### src/rtl/uart_tx_param.sv
// Parametrised UART transmitter: a small input FIFO feeds a frame FSM that
// serialises start, data (LSB first), optional parity and stop bits onto rxd.
module uart_tx_param #(
  parameter int DATA_BITS    = 8,
  parameter int PARITY       = 1,
  parameter int STOP_BITS    = 1,
  parameter int CLKS_PER_BIT = 1,
  parameter int FIFO_DEPTH   = 4
) (
  input  logic                 clk,
  input  logic                 reset,
  input  logic                 valid,
  input  logic [DATA_BITS-1:0] word,
  output logic                 ready,
  output logic                 rxd,
  output logic                 busy
);

  localparam int BAUD_W = (CLKS_PER_BIT > 1) ? $clog2(CLKS_PER_BIT) : 1;
  localparam int BIT_W  = $clog2(DATA_BITS);
  localparam int PTR_W  = (FIFO_DEPTH > 1) ? $clog2(FIFO_DEPTH) : 1;
  localparam int CNT_W  = PTR_W + 1;

  localparam logic [BAUD_W-1:0] BAUD_LAST = BAUD_W'(CLKS_PER_BIT - 1);
  localparam logic [BIT_W-1:0]  DATA_LAST = BIT_W'(DATA_BITS - 1);
  localparam logic [BIT_W-1:0]  STOP_LAST = BIT_W'(STOP_BITS - 1);
  localparam logic [CNT_W-1:0]  FULL_CNT  = CNT_W'(FIFO_DEPTH);
  localparam logic              ODD_PAR   = (PARITY == 2);

  // Reject parameter combinations the datapath cannot represent.
  generate
    if (PARITY < 0 || PARITY > 2) begin : g_bad_parity
      $error("uart_tx_param: PARITY must be 0, 1 or 2");
    end
    if (STOP_BITS < 1 || STOP_BITS > 2) begin : g_bad_stop
      $error("uart_tx_param: STOP_BITS must be 1 or 2");
    end
    if (CLKS_PER_BIT < 1) begin : g_bad_baud
      $error("uart_tx_param: CLKS_PER_BIT must be at least 1");
    end
    if (DATA_BITS < 5 || DATA_BITS > 9) begin : g_bad_data
      $error("uart_tx_param: DATA_BITS must be 5..9");
    end
    if (FIFO_DEPTH < 2 || (FIFO_DEPTH & (FIFO_DEPTH - 1)) != 0) begin : g_bad_depth
      $error("uart_tx_param: FIFO_DEPTH must be a power of two, at least 2");
    end
  endgenerate

  typedef enum logic [2:0] {IDLE, START, DATA, PAR, STOP} state_t;

  // ---------------- input FIFO ----------------
  logic [DATA_BITS-1:0] fifo_mem [FIFO_DEPTH];
  logic [PTR_W-1:0]     wr_ptr_q, rd_ptr_q;
  logic [CNT_W-1:0]     count_q;
  logic                 push, pop, empty;
  logic [DATA_BITS-1:0] fifo_head;

  // ready looks only at the registered count, so a same-cycle pop never
  // lets a write into a full FIFO.
  assign ready     = (count_q != FULL_CNT);
  assign empty     = (count_q == '0);
  assign push      = valid && ready;
  assign fifo_head = fifo_mem[rd_ptr_q];

  // Storage write; contents need no reset because the count gates reads.
  always_ff @(posedge clk) begin
    if (push) begin
      fifo_mem[wr_ptr_q] <= word;
    end
  end

  // Pointer and occupancy bookkeeping; pointers wrap naturally.
  always_ff @(posedge clk) begin
    if (reset) begin
      wr_ptr_q <= '0;
      rd_ptr_q <= '0;
      count_q  <= '0;
    end else begin
      if (push) wr_ptr_q <= wr_ptr_q + 1'b1;
      if (pop)  rd_ptr_q <= rd_ptr_q + 1'b1;
      case ({push, pop})
        2'b10:   count_q <= count_q + 1'b1;
        2'b01:   count_q <= count_q - 1'b1;
        default: count_q <= count_q;
      endcase
    end
  end

  // ---------------- frame FSM ----------------
  state_t               state_q, state_d;
  logic [BAUD_W-1:0]    baud_q, baud_d;
  logic [BIT_W-1:0]     bit_q, bit_d;
  logic [DATA_BITS-1:0] shift_q, shift_d;
  logic                 par_q, par_d;
  logic                 rxd_q, rxd_d;
  logic                 bit_end;

  assign bit_end = (baud_q == BAUD_LAST);
  assign rxd     = rxd_q;
  assign busy    = (state_q != IDLE) || !empty;

  // State, counters, shifter and the line register.
  always_ff @(posedge clk) begin
    if (reset) begin
      state_q <= IDLE;
      baud_q  <= '0;
      bit_q   <= '0;
      shift_q <= '0;
      par_q   <= 1'b0;
      rxd_q   <= 1'b1;
    end else begin
      state_q <= state_d;
      baud_q  <= baud_d;
      bit_q   <= bit_d;
      shift_q <= shift_d;
      par_q   <= par_d;
      rxd_q   <= rxd_d;
    end
  end

  // Next-state logic; rxd_d is the value the line carries from the next edge.
  always_comb begin
    state_d = state_q;
    baud_d  = baud_q;
    bit_d   = bit_q;
    shift_d = shift_q;
    par_d   = par_q;
    rxd_d   = rxd_q;
    pop     = 1'b0;

    if (state_q != IDLE) begin
      baud_d = bit_end ? '0 : baud_q + 1'b1;
    end

    case (state_q)
      IDLE: begin
        rxd_d = 1'b1;
        if (!empty) begin
          pop     = 1'b1;
          shift_d = fifo_head;
          par_d   = (^fifo_head) ^ ODD_PAR;
          rxd_d   = 1'b0;
          baud_d  = '0;
          state_d = START;
        end
      end
      START: begin
        if (bit_end) begin
          rxd_d   = shift_q[0];
          bit_d   = '0;
          state_d = DATA;
        end
      end
      DATA: begin
        if (bit_end) begin
          if (bit_q == DATA_LAST) begin
            bit_d = '0;
            if (PARITY != 0) begin
              rxd_d   = par_q;
              state_d = PAR;
            end else begin
              rxd_d   = 1'b1;
              state_d = STOP;
            end
          end else begin
            bit_d   = bit_q + 1'b1;
            shift_d = shift_q >> 1;
            rxd_d   = shift_q[1];
          end
        end
      end
      PAR: begin
        if (bit_end) begin
          rxd_d   = 1'b1;
          bit_d   = '0;
          state_d = STOP;
        end
      end
      STOP: begin
        if (bit_end) begin
          if (bit_q == STOP_LAST) begin
            bit_d = '0;
            if (!empty) begin
              // Back-to-back: load the next word with no idle gap.
              pop     = 1'b1;
              shift_d = fifo_head;
              par_d   = (^fifo_head) ^ ODD_PAR;
              rxd_d   = 1'b0;
              state_d = START;
            end else begin
              rxd_d   = 1'b1;
              state_d = IDLE;
            end
          end else begin
            bit_d = bit_q + 1'b1;
          end
        end
      end
      default: begin
        rxd_d   = 1'b1;
        state_d = IDLE;
      end
    endcase
  end

endmodule

### config.mk
export PLATFORM = sky130hd
export DESIGN_NAME = uart_tx_param
export DESIGN_NICKNAME = d
export VERILOG_FILES = /design/src/rtl/uart_tx_param.sv
export SDC_FILE = /design/constraint.sdc
export NUM_CORES = 1
export LEC_CHECK = 0
export ABC_CLOCK_PERIOD_IN_PS = 2750
export CAP_MARGIN = 10
export CORE_MARGIN = 4
export CORE_UTILIZATION = 55
export DETAILED_ROUTE_END_ITERATION = 12
export PLACE_DENSITY_LB_ADDON = 0.12
export SLEW_MARGIN = 15
export SYNTH_ARGS = -nofsm -noshare
export SYNTH_HDL_FRONTEND = slang
export SYNTH_SLANG_ARGS = --single-unit
### constraint.sdc
create_clock -name clk -period 2.75 [get_ports clk]
set_input_delay 0.4125 -clock clk [delete_from_list [all_inputs] [get_ports clk]]
set_output_delay 0.4125 -clock clk [all_outputs]
set_load 0.02 [all_outputs]
; After elaboration in Yosys (flattened, before gate mapping)
; Memories as Yosys holds them, arrays and structs flattened. A register that Yosys moved wholly into a read port is not among the register bits.
; Index checks and enable logic that the tools add are counted.
[classes]
n_eq_ne = 17
n_reduce_logical = 18
muxes = 46
n_addsub = 6
[op_table]
columns = cell, count
row1 = 8-bit 2-to-1 mux, 5
row2 = 3-bit 2-to-1 mux, 12
row3 = 8-bit case mux with 3 select lines, 1
row4 = 1-bit 2-to-1 mux, 20
row5 = 2-bit != test (second input constant), 9
row6 = 3-bit case mux with 5 select lines, 1
row7 = 5-bit AND reduction, 2
row8 = 3-bit zero test, 3
row9 = 3-bit case mux with 3 select lines, 1
row10 = 3-bit nonzero test, 3
row11 = 8-bit XOR reduction, 1
row12 = 7-bit AND reduction, 1
row13 = 3-bit by 1-bit adder with 3-bit output (second input constant), 2
row14 = 3-bit by 2-bit == test with 1-bit output (second input constant), 2
row15 = 3-bit == test (second input constant), 2
row16 = 3-bit case mux with 2 select lines, 1
row17 = 1-bit case mux with 5 select lines, 1
row18 = 2-bit by 1-bit adder with 2-bit output (second input constant), 2
row19 = 2-bit 2-to-1 mux, 2
row20 = 1-bit case mux with 2 select lines, 2
row21 = 4-bit AND reduction, 1
row22 = 2-bit nonzero test, 2
row23 = 3-bit by 1-bit == test with 1-bit output (second input constant), 1
row24 = 3-bit != test (second input constant), 1
row25 = other kinds (9), 9
[word_totals]
mem_bits_rw = 32
out_inout_bits = 3
reg_bits = 24
wordCells = 97
n_memories = 1
in_bits = 11
[mem_list]
columns = name, depth, word_bits, rd, rd_ports_with_merged_regs, wr, line
row1 = fifo_mem, 4, 8, 1, 1, 1, 52  ; logic [DATA_BITS-1:0] fifo_mem [FIFO_DEPTH];

; Depth between registers and ports, before layout
[depth]
word_depth = 7
mapped_depth = 9
mapped_depth_nobuf = 9

; Worst setup path before layout
; No wires, ideal clock.
[synth_timing]
kind = register to register
startpoint = reg bit_q[0]
endpoint = reg count_q[2]
t_required_ps = 2679
setup_ps = 71
arrival_time_ps = 2287
period_less_slack_ps = 2358
n_path_buf = 0
slack_ps = 392
path_stages_with_launch = 10
path_cell_list = dfxtp_1 inv_1 ha_1 or3b_4 a2111oi_4 ha_1 fa_1 xnor2_1 or3_1 a21oi_1
[synth_via]
elab_chain_cells = 6
word_cells_on_any_way = 8
cone_classes = eq/ne (2) / mux (4) / reduce/logical (2)
[synth_lines]
columns = item, line
row1 = "start, declared", 92  ; logic [BIT_W-1:0] bit_q, bit_d;
row2 = "start signal, assigned", 114  ; bit_q <= bit_d;
row3 = 3-bit zero test (*), 181  ; if (bit_q == STOP_LAST) begin
row4 = 1-bit 2-to-1 mux (*), 181
row5 = 1-bit 2-to-1 mux (*), 180  ; if (bit_end) begin
row6 = 1-bit case mux with 2 select lines (*), 135  ; case (state_q)
row7 = via pop, 55  ; logic push, pop, empty;
row8 = 2-bit by 1-bit == test with 1-bit output or 2-bit == test (tied branches), 81  ; case ({push, pop})
row9 = 3-bit case mux with 2 select lines or 2-bit nonzero test (tied branches), n/a
row10 = "end signal, assigned", 82  ; 2'b10: count_q <= count_q + 1'b1;
row11 = "end signal, assigned", 83  ; 2'b01: count_q <= count_q - 1'b1;
row12 = "end signal, assigned", 84  ; default: count_q <= count_q;
row13 = "end, declared", 54  ; logic [CNT_W-1:0] count_q;
; The timed path passes the listed nets; every way through them passes the cells marked *.
; A chain may end at the register's enable or synchronous reset.

; Worst setup path in the final report
; Same ends and word-level chain as after synthesis.

==> results.py <==
metrics = {
    "setup_path": {
        "path_class": "reg -> reg",
        "cp_common_cell": "ha_1",
        "reg2reg_from": "bit_q[0]",
        "worstPathMaxFanout": 3,
        "cpLargestDelayFamily": "simple AND/OR/NAND/NOR gates",
        "critPathMaxStageDelay_ns": 0.40,
        "cp_data_arrival_time_ns": 2.74,
        "cp_num_buf_inv": 1,
        "crit_required_ns": 2.99,
        "start_kind": "register",
        "ff2ff_path_depth": 9,
        "rrSetupSlack_ns": 0.25,
        "timing.rr.end": "count_q[2]",
        "path_cells": "inv_1 -> ha_1 -> or3b_4 -> a2111oi_4 -> ha_1 -> fa_1 -> xnor2_1 -> or3_1 -> a21oi_1",
        "slowest_stage": "or3b_4",
        "worstSetupEndpointType": "register",
    },
    "clock_tree": {
        "clk_pin_slew_ns": 0.07,
        "htreeDepth": 3,
        "cts_buffer_depth": 2,
        "numCtsBuffers": 9,
        "clk_latency_ns": 0.33,
        "clkSinkCount": 58,
        "cts_root_buf": "clkbuf_8",
        "holdBufCountCts": 0,
        "cts_tree": "done",
        "post_cts_resized": 0,
        "post_cts_buffers": 0,
    },
    "sta": {
        "skew_ns": 0.00855,
        "rsz0062_at_grt": "no",
        "slew_headroom": 0.373,
        "period_share": 0.909,
        "hold_ws_ns": 0.461,
        "worst_pin_slew_ns": 0.937,
        "final.setup.tns_ns": 0,
        "slew_violations": 0,
        "hold_violations": 0,
        "timing.fmax_mhz": 400,
        "worst_slack_ns": 0.250,
        "fin_crit_ns": 2.50,
        "setup_viol": 0,
    },
    "synth": {
        "synth_area_leaders": "edfxtp_1 37%, dfxtp_1 20%, mux4_1 8.1%",
        "synth_edf_count": 32,
        "netlist_instances": 193,
        "yosysWarnings": 0,
        "synthArstFlopShare": 0,
        "synth.most_common_cell": "edfxtp_1",
        "yosys.area.top_type": "edfxtp_1",
        "synth_common_cells": "32 x edfxtp_1, 26 x dfxtp_1, 22 x nor2_1, 11 x xnor2_1",
        "synth.ff_latch_count": 58,
        "yosysTopAreaCellShare": 0.371,
        "synth_cell_type_count": 37,
        "synth-main-ff-cell": "edfxtp_1",
        "seq_area_frac_synth": 0.572,
        "synth_area_um2": 2590,
        "synth.net_count": 213,
        "syn_area_per_cell_um2": 13.4,
    },
    "global_routing": {
        "grt_pass1_vias": 1571,
        "grt_usage": 0.169,
        "antenna_found_initial": 0,
        "grt_first_pass_wirelength_um": 7450,
        "overflow": 0,
        "grt_start_max_net_pins": 26,
    },
    "placed_design": {
        "hpwl_um": 3080,
        "placed_area_um2": 2750,
        "io_buffers": 13,
        "dp_slack_ns": 0.185,
        "gp_congestion": 0.805,
    },
    "die": {
        "start_util": 0.582,
        "core_um2": 4440,
        "rows": 24,
        "io_pins": 14,
        "die-width_um": 76.6,
        "die_area_um2": 5870,
        "die_y_um": 76.6,
    },
    "pwr": {
        "vdd_drop_max_mv": 0.553,
        "p_leak_nw": 1.10,
        "p_per_area_nw_per_um2": 1170,
        "design_power_total_mw": 3.49,
    },
    "hold_path": {
        "whs_path_depth": 2,
        "holdPathEnd": "shift_q[7]",
        "hp-class": "reg -> reg",
        "hp-start": "shift_q[7]",
    },
    "job": {
        "max_cap_viol_count": 0,
    },
    "drt": {
        "drc": 0,
        "vias": 1488,
        "wl_per_cell_um": 16.3,
        "totalWireLength_um": 4360,
        "ant_nets": 0,
        "drt_iter0_markers": 65,
        "vias_per_cell": 5.57,
        "first_pass_iters": 4,
    },
    "cells_and_area": {
        "fin_area_um2": 2990,
        "diodes": 0,
        "fin_nets": 230,
        "drive_gt1_frac": 0.126,
        "areaGrowthSynthToFinish_pct": 15.3,
    },
    "run_status": {
        "outcome": "finished clean",
    },
}
==> final cells by class <==
| type | instances | area [um^2] |
|---|---|---|
| well taps | 52 | 65.1 |
| fillers | 320 | 1460 |
| flip-flops and latches | 58 | 1480 |
| repair buffers | 14 | 138 |
| inverters | 5 | 18.8 |
| clock buffers | 11 | 131 |
| clock inverters | 5 | 103 |
| multi-input cells | 122 | 1050 |
==> worst max path at each step <==
stage | startpoint | cells after the start | slack (ns) | end
floorplan | bit_q[0] | 9 | 0.39 | count_q[2]
global placement | valid | 8 | 0.34 | count_q[2]
detailed placement | valid | 8 | 0.19 | count_q[2]
CTS | bit_q[0] | 9 | 0.24 | count_q[2]
global route | bit_q[0] | 9 | 0.11 | count_q[2]
finish | bit_q[0] | 9 | 0.25 | count_q[2]
==> power breakdown <==
part           internal (mW)  leakage [nW]  total, mW  switching [mW]
logic                  0.672         0.476       1.31           0.637
clock network          0.601         0.114      0.918           0.317
registers               1.10         0.507       1.27           0.168
total                   2.37          1.10       3.49            1.12
==> cells by family (layout without fill, tap and decap cells) <==
kind of cell / count (synthesis) / in the layout / share of synthesized area
AOI/OAI and AO/OA: 23 / 23 / 0.0648
xor gates and xnor gates: 13 / 13 / 0.0440
muxes: 25 / 25 / 0.150
buffers and inverters: 13 / 35 / 0.0227
adders and majority gates: 9 / 9 / 0.0464
and+or+nand+nor: 52 / 52 / 0.0996
DFF: 58 / 58 / 0.572
==> stage by stage <==
step,std cells,utilization
floorplan,193,-
global placement,251,0.619
finish,267,0.672
global route,267,0.672
detailed placement,251,0.619
CTS,267,0.672
==> cell usage in the layout, fill, tap and decap left out, types with 2 or more instances in the layout <==
master,instances
o211ai_1,3
a211oi_1,2
a211o_1,2
inv_1,5
nor3_1,2
a21oi_1,9
nand2b_1,2
and3_1,4
mux4_1,8
nor3b_1,2
clkdlybuf4s50_1,13
xnor2_1,11
clkbuf_8,9
nor2_1,22
nand2_1,10
edfxtp_1,32
o21ai_0,3
mux2_2,7
mux2i_1,10
ha_1,8
clkbuf_1,2
dfxtp_1,26
bufinv_16,3
xor2_1,2
nor2b_1,3
==> worst reg2reg max path: cells and delay by family, from the launching register on <==
family	cells	cell delay (ns)
buffers and inverters	1	0.08
AND/OR/NAND/NOR	2	0.71
adder cells (fa/ha/maj)	3	0.63
AO/OA/AOI/OAI	2	0.55
XOR/XNOR	1	0.10
flip-flops	1	0.33
==> routing by layer <==
layer | global-route usage | up-vias | share of wire | wire [um]
li1 | - | 746 | - | -
met1 | 0.192 | 720 | 0.44 | 1920
met2 | 0.283 | 20 | 0.52 | 2250
met3 | 0.0650 | 2 | 0.037 | 159
met4 | 0.0761 | 0 | 0.0067 | 29
met5 | 0 | - | 0 | 0
==> registers in the layout, summed over array words and instances, names as in the netlist, named ones only <==
name	flops
baud_q	1
bit_q	3
count_q	3
fifo_mem	32
par_q	1
rd_ptr_q	2
rxd	1
shift_q	8
state_q	3
wr_ptr_q	2
Note: power is estimated with default switching activity, not from simulation.
